**config.mk**
```make
export PLATFORM = sky130hd
export DESIGN_NAME = program_counter
export DESIGN_NICKNAME = d
export VERILOG_FILES = /design/src/rtl/program_counter.sv
export SDC_FILE = /design/constraint.sdc
export NUM_CORES = 1
export LEC_CHECK = 0
export ABC_CLOCK_PERIOD_IN_PS = 1700
export BUFFER_PORTS_ARGS = -buffer_cell sky130_fd_sc_hd__buf_2
export CAP_MARGIN = 20
export CORE_ASPECT_RATIO = 1.1
export CORE_MARGIN = 2
export CORE_UTILIZATION = 35
export CTS_BUF_LIST = sky130_fd_sc_hd__clkbuf_4 sky130_fd_sc_hd__clkbuf_8
export DETAILED_ROUTE_END_ITERATION = 10
export PLACE_DENSITY = 0.74
export SLEW_MARGIN = 10
export SYNTH_ARGS = -nofsm -noshare
export SYNTH_HDL_FRONTEND = slang
export SYNTH_SLANG_ARGS = --single-unit
```
**constraint.sdc**
```tcl
create_clock -name CLK -period 1.7 [get_ports CLK]
set_clock_uncertainty 0.05 [all_clocks]
set_input_delay 0 -clock CLK [delete_from_list [all_inputs] [get_ports CLK]]
set_output_delay 0 -clock CLK [all_outputs]
set_load 0.005 [all_outputs]
```
**src/rtl/program_counter.sv**
```systemverilog
// Program-counter register: latches the upstream-selected next address each
// cycle and exposes the current fetch address plus its PC+INC successor.
module program_counter #(
  parameter int unsigned      WIDTH      = 32,
  parameter logic [WIDTH-1:0] RESET_ADDR = '0,
  parameter int unsigned      INC        = 4
) (
  input  logic             CLK,
  input  logic             RST_n,
  input  logic [WIDTH-1:0] Address_in,
  output logic [WIDTH-1:0] Address_out,
  output logic [WIDTH-1:0] Address_plus
);

  // PC state: reset forces RESET_ADDR at once; otherwise copy next address verbatim.
  always_ff @(posedge CLK or negedge RST_n) begin
    if (!RST_n) begin
      Address_out <= RESET_ADDR;
    end else begin
      Address_out <= Address_in;
    end
  end

  // Sequential successor for the fetch path; wraps modulo 2^WIDTH, no carry out.
  assign Address_plus = Address_out + WIDTH'(INC);

endmodule

```
==> results of run 1 <==
[stage by stage]
stage	utilization [%]	hold slack (ns)	TNS, ns	setup slack (ns)
after floorplan	-	-0.346	0	0.183
after global placement	51.5	0.0223	0	0.149
after detailed placement	51.5	0.0327	0	0.0845
after CTS	66.3	0.263	-3.07	-0.224
after global routing	73.5	0.297	-3.75	-0.266
final	73.5	0.305	-1.52	-0.132
[power breakdown]
part / internal [mW] / switching, mW / leakage, nW
Combinational: 0.207 / 0.140 / 0.996
Clock: 0.433 / 0.283 / 0.0541
Sequential: 0.802 / 0.0485 / 0.364
Total: 1.44 / 0.471 / 1.41
[cells in the final DEF, fill, tap and decap left out, types with 5 or more instances in the layout]
master         netlist  routed
buf_2                0      97
buf_4                2      32
clkbuf_8             0       5
dfrtp_1             32      23
dfrtp_2              0       9
dlygate4sd3_1        0      33
nand2_1             10       7
nand3_2              1       5
nand4_1              6       6
nor2_2               0       5
xnor2_1             19      13
xnor2_2              0       6
xor2_1               9       9
[synth_stat cells]
cell type | instances | share of area, %
nand3_2 | 1 | 0.71
nor3_1 | 3 | 1.1
dfrtp_1 | 32 | 57
or2_1 | 1 | 0.44
buf_4 | 2 | 1.1
xor2_1 | 9 | 5.6
nand4_1 | 6 | 2.7
nand3_1 | 10 | 3.5
nand3_4 | 1 | 1.2
nand4_2 | 1 | 0.89
nor4_1 | 1 | 0.44
ha_1 | 1 | 0.89
nand4_4 | 1 | 1.5
xnor2_1 | 19 | 12
nor4_4 | 3 | 4.5
nand2_1 | 10 | 2.7
nor2_1 | 6 | 1.6
and3_1 | 4 | 1.8
inv_1 | 3 | 0.80
[routing by layer]
metal  wire length (um)  vias to the layer above
li1                   -                      729
met1               1700                      742
met2               3010                       49
met3                240                        6
met4                 69                        0
met5                  0                        -
[path summary, 6_finish.rpt]
kind                       depth (start not counted)  slack, ns           start          endpoint
max in group asynchronous                          2       0.79           RST_n   Address_out[23]
min in group CLK                                   2       0.31   Address_in[1]    Address_out[1]
min                                                2       0.31           RST_n    Address_out[4]
max                                                6      -0.13  Address_out[3]  Address_plus[15]
[cells by family after synthesis]
kind of cell	Yosys count	synth area share, %
AND/OR/NAND/NOR	48	23.1
flip-flops	32	56.8
XOR/XNOR	28	17.4
buffers and inverters	5	1.86
adder cells (fa/ha/maj)	1	0.887
[layout make-up]
| class | instances | area (um^2) | area share, % |
|---|---|---|---|
| inverter | 3 | 11.3 | 0.392 |
| multi-input combinational | 77 | 758 | 26.4 |
| antenna | 1 | 2.50 | 0.0872 |
| clock buffer | 5 | 68.8 | 2.40 |
| sequential | 32 | 812 | 28.3 |
| tap | 52 | 65.1 | 2.27 |
| timing repair buffer | 166 | 1110 | 38.7 |
| clock inverter | 3 | 42.5 | 1.48 |
[timing repair]
item	in CTS	in global routing
hold endpoints to repair	64	0
pin swaps	9	20
cloned	0	0
gates resized for setup	16	29
hold buffers	33	0
buffers inserted	10	19
setup endpoints to repair	23	24
==> impl_metrics.json, run 1 <==
{
  "gp_congestion": 0.853,
  "grt_use_total_pct": 20.3,
  "layoutNonFillerInstCount": 339,
  "hold_viol": 0,
  "cts_tree": "done",
  "routedWlPerCell_um": 14.8,
  "final_area_um2": 2870,
  "nNetsFinal": 320,
  "postSynthAreaPerCell_um2": 12.4,
  "initial_utilization_pct": 36.1,
  "critical_path_class": "reg -> out",
  "period_needed_ns": 1.83,
  "status": "finished with violations",
  "ys_warn_count": 0,
  "p_per_area_nw_per_um2": 667,
  "seq_area_frac_synth_pct": 56.8,
  "cp_slowest_cell": "dfrtp_1",
  "clock_sinks": 32,
  "dieHeight_um": 70.6,
  "violations": "setup timing",
  "clkSlewWorstSetupHoldPaths_ns": 0.07,
  "drt_iter0_drc": 44,
  "finalPower_mw": 1.91,
  "fmax_ghz": 0.546,
  "grt_overflow": 0,
  "crit_path_start_kind": "register",
  "final_layout_size_suffix_gt1_share_pct": 63.6,
  "top_usage_layer": "met2",
  "postRouteAntennaNets": 0,
  "cp_num_buf_inv": 2,
  "synthCells": 114,
  "rsz0062_at_grt": "true",
  "gr-usage-met3_pct": 3.82,
  "regMostFlops": "Address_out",
  "ys_ff_latch": 32,
  "core.rowCount": 24,
  "tightest_slew_ns": 0.706,
  "grt_max_degree": 33,
  "fp.dieW_um": 64.5,
  "drc": 0,
  "place_inst": 268,
  "critPathCaptureType": "output pin",
  "vias": 1526,
  "antenna_found_initial": 1,
  "grtUsageMet2_pct": 40.5,
  "grt_use_met1_pct": 19.9,
  "largest_register_ffs": 32,
  "synth_area_um2": 1410,
  "syn-num-nets": 149,
  "cts_root_buf": "clkbuf_8",
  "leakage_nw": 1.41,
  "dr.pass1.iters": 4,
  "drv_slew": 0,
  "setup_viol": 21,
  "crit_fanout": 4,
  "dieArea_um2": 4550,
  "finalCritPeriodShare_pct": 108,
  "core_area_um2": 3900,
  "crit_family": "simple AND/OR/NAND/NOR gates",
  "area_delta_synth_final_pct": 104,
  "cp.arrival_ns": 1.78,
  "relSlewSlack_pct": 52.9,
  "grt_pass1_wl_um": 7000,
  "cpPeakStageDelay_ns": 0.41,
  "first_global_vias": 1497,
  "avgViaCountPerCell": 4.50,
  "largestRegisters": "Address_out (32)",
  "setup_slack_ns": -0.132,
  "drt-total-wl_um": 5020,
  "io_pins": 98,
  "critPathRequiredTime_ns": 1.65,
  "htreeDepth": 2,
  "nFillCells": 302,
  "post-dp-hpwl_um": 2820,
  "hp-class": "in -> async",
  "crit_chain": "buf_4 -> nand4_4 -> or2_4 -> nor3_2 -> xor2_1 -> buf_2",
  "cts_buffers": 5,
  "cts_buffer_depth": 2,
  "port_buffers": 97,
  "yosysUniqueCellTypes": 19,
  "maxCapViolCount": 0,
  "ir_worst_vdd_uv": 768,
  "placed_area_um2": 2010
}
Note: power is estimated with default switching activity, not from simulation.
==> inputs of run 2 (changes only) <==
ABC_CLOCK_PERIOD_IN_PS = 2300   (was 1700)
RECOVER_POWER = 100   (was default)
clock period = 2.3 ns   (was 1.7 ns; I/O delays follow)
==> run 2 against run 1 <==
The flow finishes with violations (capacitance limit, slew limit). Critical path depth up 1. Die area unchanged. Power fell by 35%.
==> impl_metrics.json, run 2 (same netlist as run 1, synthesis figures left out) <==
{
  "status": "finished with violations",
  "violations": "capacitance limit, slew limit",
  "area_delta_synth_final_pct": 65.4,
  "antenna_found_initial": 0,
  "startpoint": "Address_out[2]",
  "tightest_slew_ns": 1.65,
  "nFillCells": 357,
  "io_pins": 98,
  "fmax_ghz": 0.470,
  "initial_utilization_pct": 36.1,
  "cp_slowest_cell": "dfrtp_1",
  "maxCapViolCount": 1,
  "htreeDepth": 2,
  "post-dp-hpwl_um": 2790,
  "fp.dieW_um": 64.5,
  "final_cell_mix": "60 x buf_2, 33 x dlygate4sd3_1, 32 x dfrtp_1",
  "core_area_um2": 3900,
  "clock_sinks": 32,
  "cpPeakStageDelay_ns": 0.41,
  "p_per_area_nw_per_um2": 531,
  "hold_viol": 0,
  "regMostFlops": "Address_out",
  "leakage_nw": 1.07,
  "finalPower_mw": 1.24,
  "intPower_mw": 0.911,
  "cp_num_buf_inv": 2,
  "crit_family": "simple AND/OR/NAND/NOR gates",
  "antenna_cells": 0,
  "sw_frac_of_total_pct": 26.5,
  "crit_path_start_kind": "register",
  "cts_buffers": 5,
  "grt_max_degree": 33,
  "grt_pass1_wl_um": 6340,
  "vias": 1348,
  "nNetsFinal": 286,
  "crit_fanout": 6,
  "first_global_vias": 1342,
  "worstSetupPathDepth": 7,
  "tns_ns": 0,
  "critPathCaptureType": "output pin",
  "dr.pass1.iters": 4,
  "final_layout_size_suffix_gt1_share_pct": 32.1,
  "ir_worst_vdd_uv": 431,
  "p_clk_share_pct": 34.1,
  "cts_tree": "done",
  "relSlewSlack_pct": -9.72,
  "critical_path_class": "reg -> out",
  "postRouteAntennaNets": 0,
  "hp-class": "in -> reg",
  "largestRegisters": "Address_out (32)",
  "clkSlewWorstSetupHoldPaths_ns": 0.07,
  "avgViaCountPerCell": 4.43,
  "cts_buffer_depth": 2,
  "finalCritPeriodShare_pct": 92.6,
  "critPathRequiredTime_ns": 2.25,
  "dieArea_um2": 4550,
  "crit_chain": "ha_1 -> nand3_1 -> nor4_4 -> buf_4 -> nand4_1 -> xnor2_1 -> buf_2",
  "gp_congestion": 0.835,
  "p_seq_share_pct": 50.9,
  "largest_register_ffs": 32,
  "routedWlPerCell_um": 13.3,
  "grt_overflow": 0,
  "core.rowCount": 24,
  "cts_root_buf": "clkbuf_8",
  "switchingPower_mw": 0.328,
  "drt-total-wl_um": 4040,
  "setup_viol": 0,
  "layout_commonest_cell": "buf_2",
  "cp.arrival_ns": 2.08,
  "period_needed_ns": 2.13,
  "drc": 0,
  "p_comb_share_pct": 15.0,
  "dieHeight_um": 70.6,
  "cp-endpoint": "Address_plus[30]",
  "drv_slew": 33,
  "grt_use_total_pct": 18.6,
  "port_buffers": 97,
  "drt_iter0_drc": 48
}
run 2: worst min-delay path by stage:
stage,from,to,slack [ns],cells past startpoint
4_1_cts,RST_n,Address_out[5],0.26,2
3_3_place_gp,RST_n,Address_out[4],0.03,1
6_report,Address_in[2],Address_out[2],0.29,2
5_1_grt,Address_in[5],Address_out[5],0.29,2
3_5_place_dp,RST_n,Address_out[5],0.03,1
2_1_floorplan,RST_n,Address_out[0],-0.35,0
run 2: final cells by class:
class                           count  area [um^2]  share of cell area [%]
Tap cell                           52         65.1                    2.79
Multi-Input combinational cell     77          577                    24.7
Inverter                            3         11.3                   0.483
Clock buffer                        5         68.8                    2.95
Timing Repair Buffer              132          791                    33.9
Clock inverter                      3         18.8                   0.805
Sequential cell                    32          801                    34.3
run 2: metrics by stage:
step	worst slack (ns)	area (um^2)	utilization, %	hold slack, ns	cells
2_1_floorplan	0.783	1410	-	-0.346	114
3_3_place_gp	0.462	1950	49.8	0.0310	261
3_5_place_dp	0.392	1950	49.8	0.0344	261
4_1_cts	0.0733	2360	60.5	0.258	302
5_1_grt	-0.0246	2330	59.7	0.291	304
6_report	0.170	2330	59.7	0.295	304
run 2: power groups by stage:
stage          combinational [mW]  sequential, mW  clock [mW]
6_report                    0.186           0.630       0.422
5_1_grt                     0.204           0.636       0.465
4_1_cts                     0.193           0.630       0.440
3_5_place_dp                0.149           0.641           0
3_3_place_gp                0.147           0.639           0
2_1_floorplan              0.0467           0.639           0
run 2: repair_timing:
| action | 4_1_cts | 5_1_grt |
|---|---|---|
| resized for setup | 0 | 0 |
| endpoints found under the hold margin | 64 | 0 |
| endpoints found under the setup margin | 0 | 7 |
| hold buffers | 33 | 0 |
| buffers inserted | 0 | 2 |
run 2: metal layers:
metal	global-route usage [%]	part of all wire (%)	wire length (um)
met3	4.61	5.0	201
met2	33.3	55	2240
met5	0	0	0
met4	9.22	2.2	88
met1	20.4	37	1510
==> inputs of run 3 (changes only) <==
ABC_AREA = 1   (was default)
CORE_UTILIZATION = 49   (was 35)
PLACE_DENSITY = 0.92   (was 0.74)
==> run 3 against run 2 <==
Maximum frequency increased by 4.1%. Global-route usage is 14 points higher. Via count increased by 42%. Core utilization up 16 points. Sequential share of layout area down 3.0 points. Critical endpoint is now Address_plus[22]. Setup slack better by 0.084 ns. Wire length rose by 46%. Combinational power up 16%. Sequential power grew 0.8%. First-iteration DRC count increased by 120%. Die area shrank 12%. Power is 7.0% lower. The run still ends with capacitance limit, slew limit left.
==> impl_metrics.json, run 3 <==
{
  "grt_max_degree": 33,
  "drt_iter0_drc": 104,
  "regMostFlops": "Address_out",
  "cts_tree": "done",
  "drt-total-wl_um": 5890,
  "io_pins": 98,
  "p_comb_share_pct": 18.6,
  "area_delta_synth_final_pct": 48.4,
  "finalPower_mw": 1.15,
  "postSynthAreaPerCell_um2": 8.27,
  "first_global_vias": 1961,
  "yosysMostFrequentCell": "nand2_1",
  "sw_frac_of_total_pct": 28.2,
  "synthCells": 208,
  "intPower_mw": 0.827,
  "yosys.area.top_type_share_pct": 46.5,
  "synth_adder_area_share_pct": 0.727,
  "synth_edf_count": 0,
  "hold_start": "Address_in[8]",
  "critical_path_class": "reg -> out",
  "cp_slowest_cell": "dfrtp_1",
  "tns_ns": 0,
  "crit_chain": "ha_1 -> nand2_1 -> nor2_2 -> nand2_1 -> nor2_2 -> nand2_1 -> nand2_1 -> nand2_1 -> clkbuf_1",
  "antenna_found_initial": 0,
  "ys_ff_latch": 32,
  "yosys.area_share.simple_pct": 40.1,
  "place_inst": 351,
  "finalCritPeriodShare_pct": 88.9,
  "relSlewSlack_pct": -9.35,
  "clkSlewWorstSetupHoldPaths_ns": 0.10,
  "fmax_ghz": 0.489,
  "synth-async-reset-ratio_pct": 100,
  "largestRegisters": "Address_out (32)",
  "min_to": "Address_out[8]",
  "cp_num_buf_inv": 1,
  "tightest_slew_ns": 1.64,
  "setup_viol": 0,
  "drv_slew": 33,
  "ir_worst_vdd_uv": 435,
  "hp-class": "in -> reg",
  "dpl_worst_slack_ns": 0.834,
  "grt_pass1_wl_um": 9420,
  "nFillCells": 253,
  "final_area_um2": 2550,
  "ys_top_cells_by_count": "79 x nand2_1, 32 x dfrtp_1, 28 x nor2_1, 17 x inv_1, 10 x xor2_1",
  "placed_area_um2": 2250,
  "gp_congestion": 0.888,
  "ys_warn_count": 0,
  "vias": 1917,
  "nNetsFinal": 378,
  "synthXorXnorAreaFrac_pct": 8.07,
  "core.rowCount": 22,
  "leakage_nw": 1.31,
  "layoutNonFillerInstCount": 391,
  "cts_buffer_depth": 2,
  "port_buffers": 97,
  "cts_buffers": 5,
  "syn-num-nets": 243,
  "synth_top_family_by_area": "simple AND/OR/NAND/NOR gates",
  "violations": "capacitance limit, slew limit",
  "yosysUniqueCellTypes": 18,
  "period_needed_ns": 2.05,
  "largest_register_ffs": 32,
  "maxCapViolCount": 1,
  "cts-resized-gates": 0,
  "critPathCaptureType": "output pin",
  "cpPeakStageDelay_ns": 0.42,
  "crit_fanout": 5,
  "post-dp-hpwl_um": 3630,
  "post-cts-setup-buffers": 0,
  "layout_commonest_cell": "nand2_1",
  "fin_util_pct": 76.0,
  "p_seq_share_pct": 55.1,
  "drc": 0,
  "p_per_area_nw_per_um2": 451,
  "synth.area.top_cells": "dfrtp_1 47%, nand2_1 17%, nor2_1 6.1%",
  "rsz0062_at_grt": "false",
  "dr.pass1.iters": 4,
  "hold_viol": 0,
  "synthMuxAreaShare_pct": 0,
  "cts_root_buf": "clkbuf_4",
  "synth_area_um2": 1720,
  "critPathRequiredTime_ns": 2.25,
  "seq_area_frac_synth_pct": 46.5,
  "synth_area_leader_cell": "dfrtp_1",
  "avgViaCountPerCell": 4.90,
  "status": "finished with violations",
  "dieArea_um2": 4000,
  "fin_hold_ws_ns": 0.257,
  "postRouteAntennaNets": 0,
  "core_area_um2": 3360,
  "clock_sinks": 32,
  "p_clk_share_pct": 26.3,
  "antenna_cells": 0,
  "synthFlopType": "dfrtp_1",
  "grt_use_total_pct": 32.2,
  "fp.dieW_um": 60.5,
  "final_layout_size_suffix_gt1_share_pct": 23.9,
  "cp.arrival_ns": 2.00,
  "worstHoldPathCells": 2,
  "grt_overflow": 0,
  "switchingPower_mw": 0.325,
  "dieHeight_um": 66.1,
  "synth_compound_area_share_pct": 0,
  "path_common_cell": "nand2_1",
  "initial_utilization_pct": 51.2,
  "htreeDepth": 2,
  "final_cell_mix": "80 x nand2_1, 61 x buf_2, 34 x clkbuf_1",
  "crit_path_start_kind": "register",
  "crit_family": "simple AND/OR/NAND/NOR gates",
  "setup_slack_ns": 0.255,
  "routedWlPerCell_um": 15.1
}
## run 3: worst max path at each step
stage              startpoint          endpoint  slack, ns  depth (start not counted)
6_report       Address_out[2]  Address_plus[22]       0.25                          9
4_1_cts        Address_out[3]  Address_plus[30]       0.46                          9
5_1_grt        Address_out[2]  Address_plus[30]        0.1                          8
3_3_place_gp   Address_out[3]  Address_plus[22]       0.92                          9
3_5_place_dp   Address_out[3]  Address_plus[30]       0.83                          9
2_1_floorplan  Address_out[3]  Address_plus[18]       1.05                          6
## run 3: layer usage
metal | track usage [%] | part of all wire [%] | vias up
met5 | 0 | 0 | -
met4 | 16.3 | 4.4 | 0
met3 | 4.31 | 7.4 | 27
met2 | 56.4 | 53 | 124
met1 | 37.6 | 35 | 866
li1 | - | - | 900
## run 3: area by class of cell
type | instances | area (um^2) | area share (%)
clock buffers | 6 | 45.0 | 1.76
clock inverters | 1 | 5.00 | 0.196
inverters | 17 | 63.8 | 2.50
multi-input cells | 157 | 807 | 31.6
flip-flops and latches | 32 | 801 | 31.4
well taps | 48 | 60.1 | 2.35
repair buffers | 130 | 772 | 30.2
## run 3: cells by family after synthesis
family,count (synthesis)
and+or+nand+nor,141
buffers and inverters,19
DFF,32
xor gates and xnor gates,15
adders and majority gates,1
## run 3: power by group through the flow
stage / logic, mW / clock network [mW] / registers [mW]
2_1_floorplan: 0.0687 / 0 / 0.634
3_3_place_gp: 0.170 / 0 / 0.639
3_5_place_dp: 0.174 / 0 / 0.641
4_1_cts: 0.217 / 0.297 / 0.629
5_1_grt: 0.235 / 0.337 / 0.637
6_report: 0.215 / 0.303 / 0.635
## run 3: timing repair
| action | in CTS | in global routing |
|---|---|---|
| endpoints found under the hold margin | 64 | 0 |
| hold buffers | 33 | 0 |
| setup endpoints to repair | 0 | 0 |
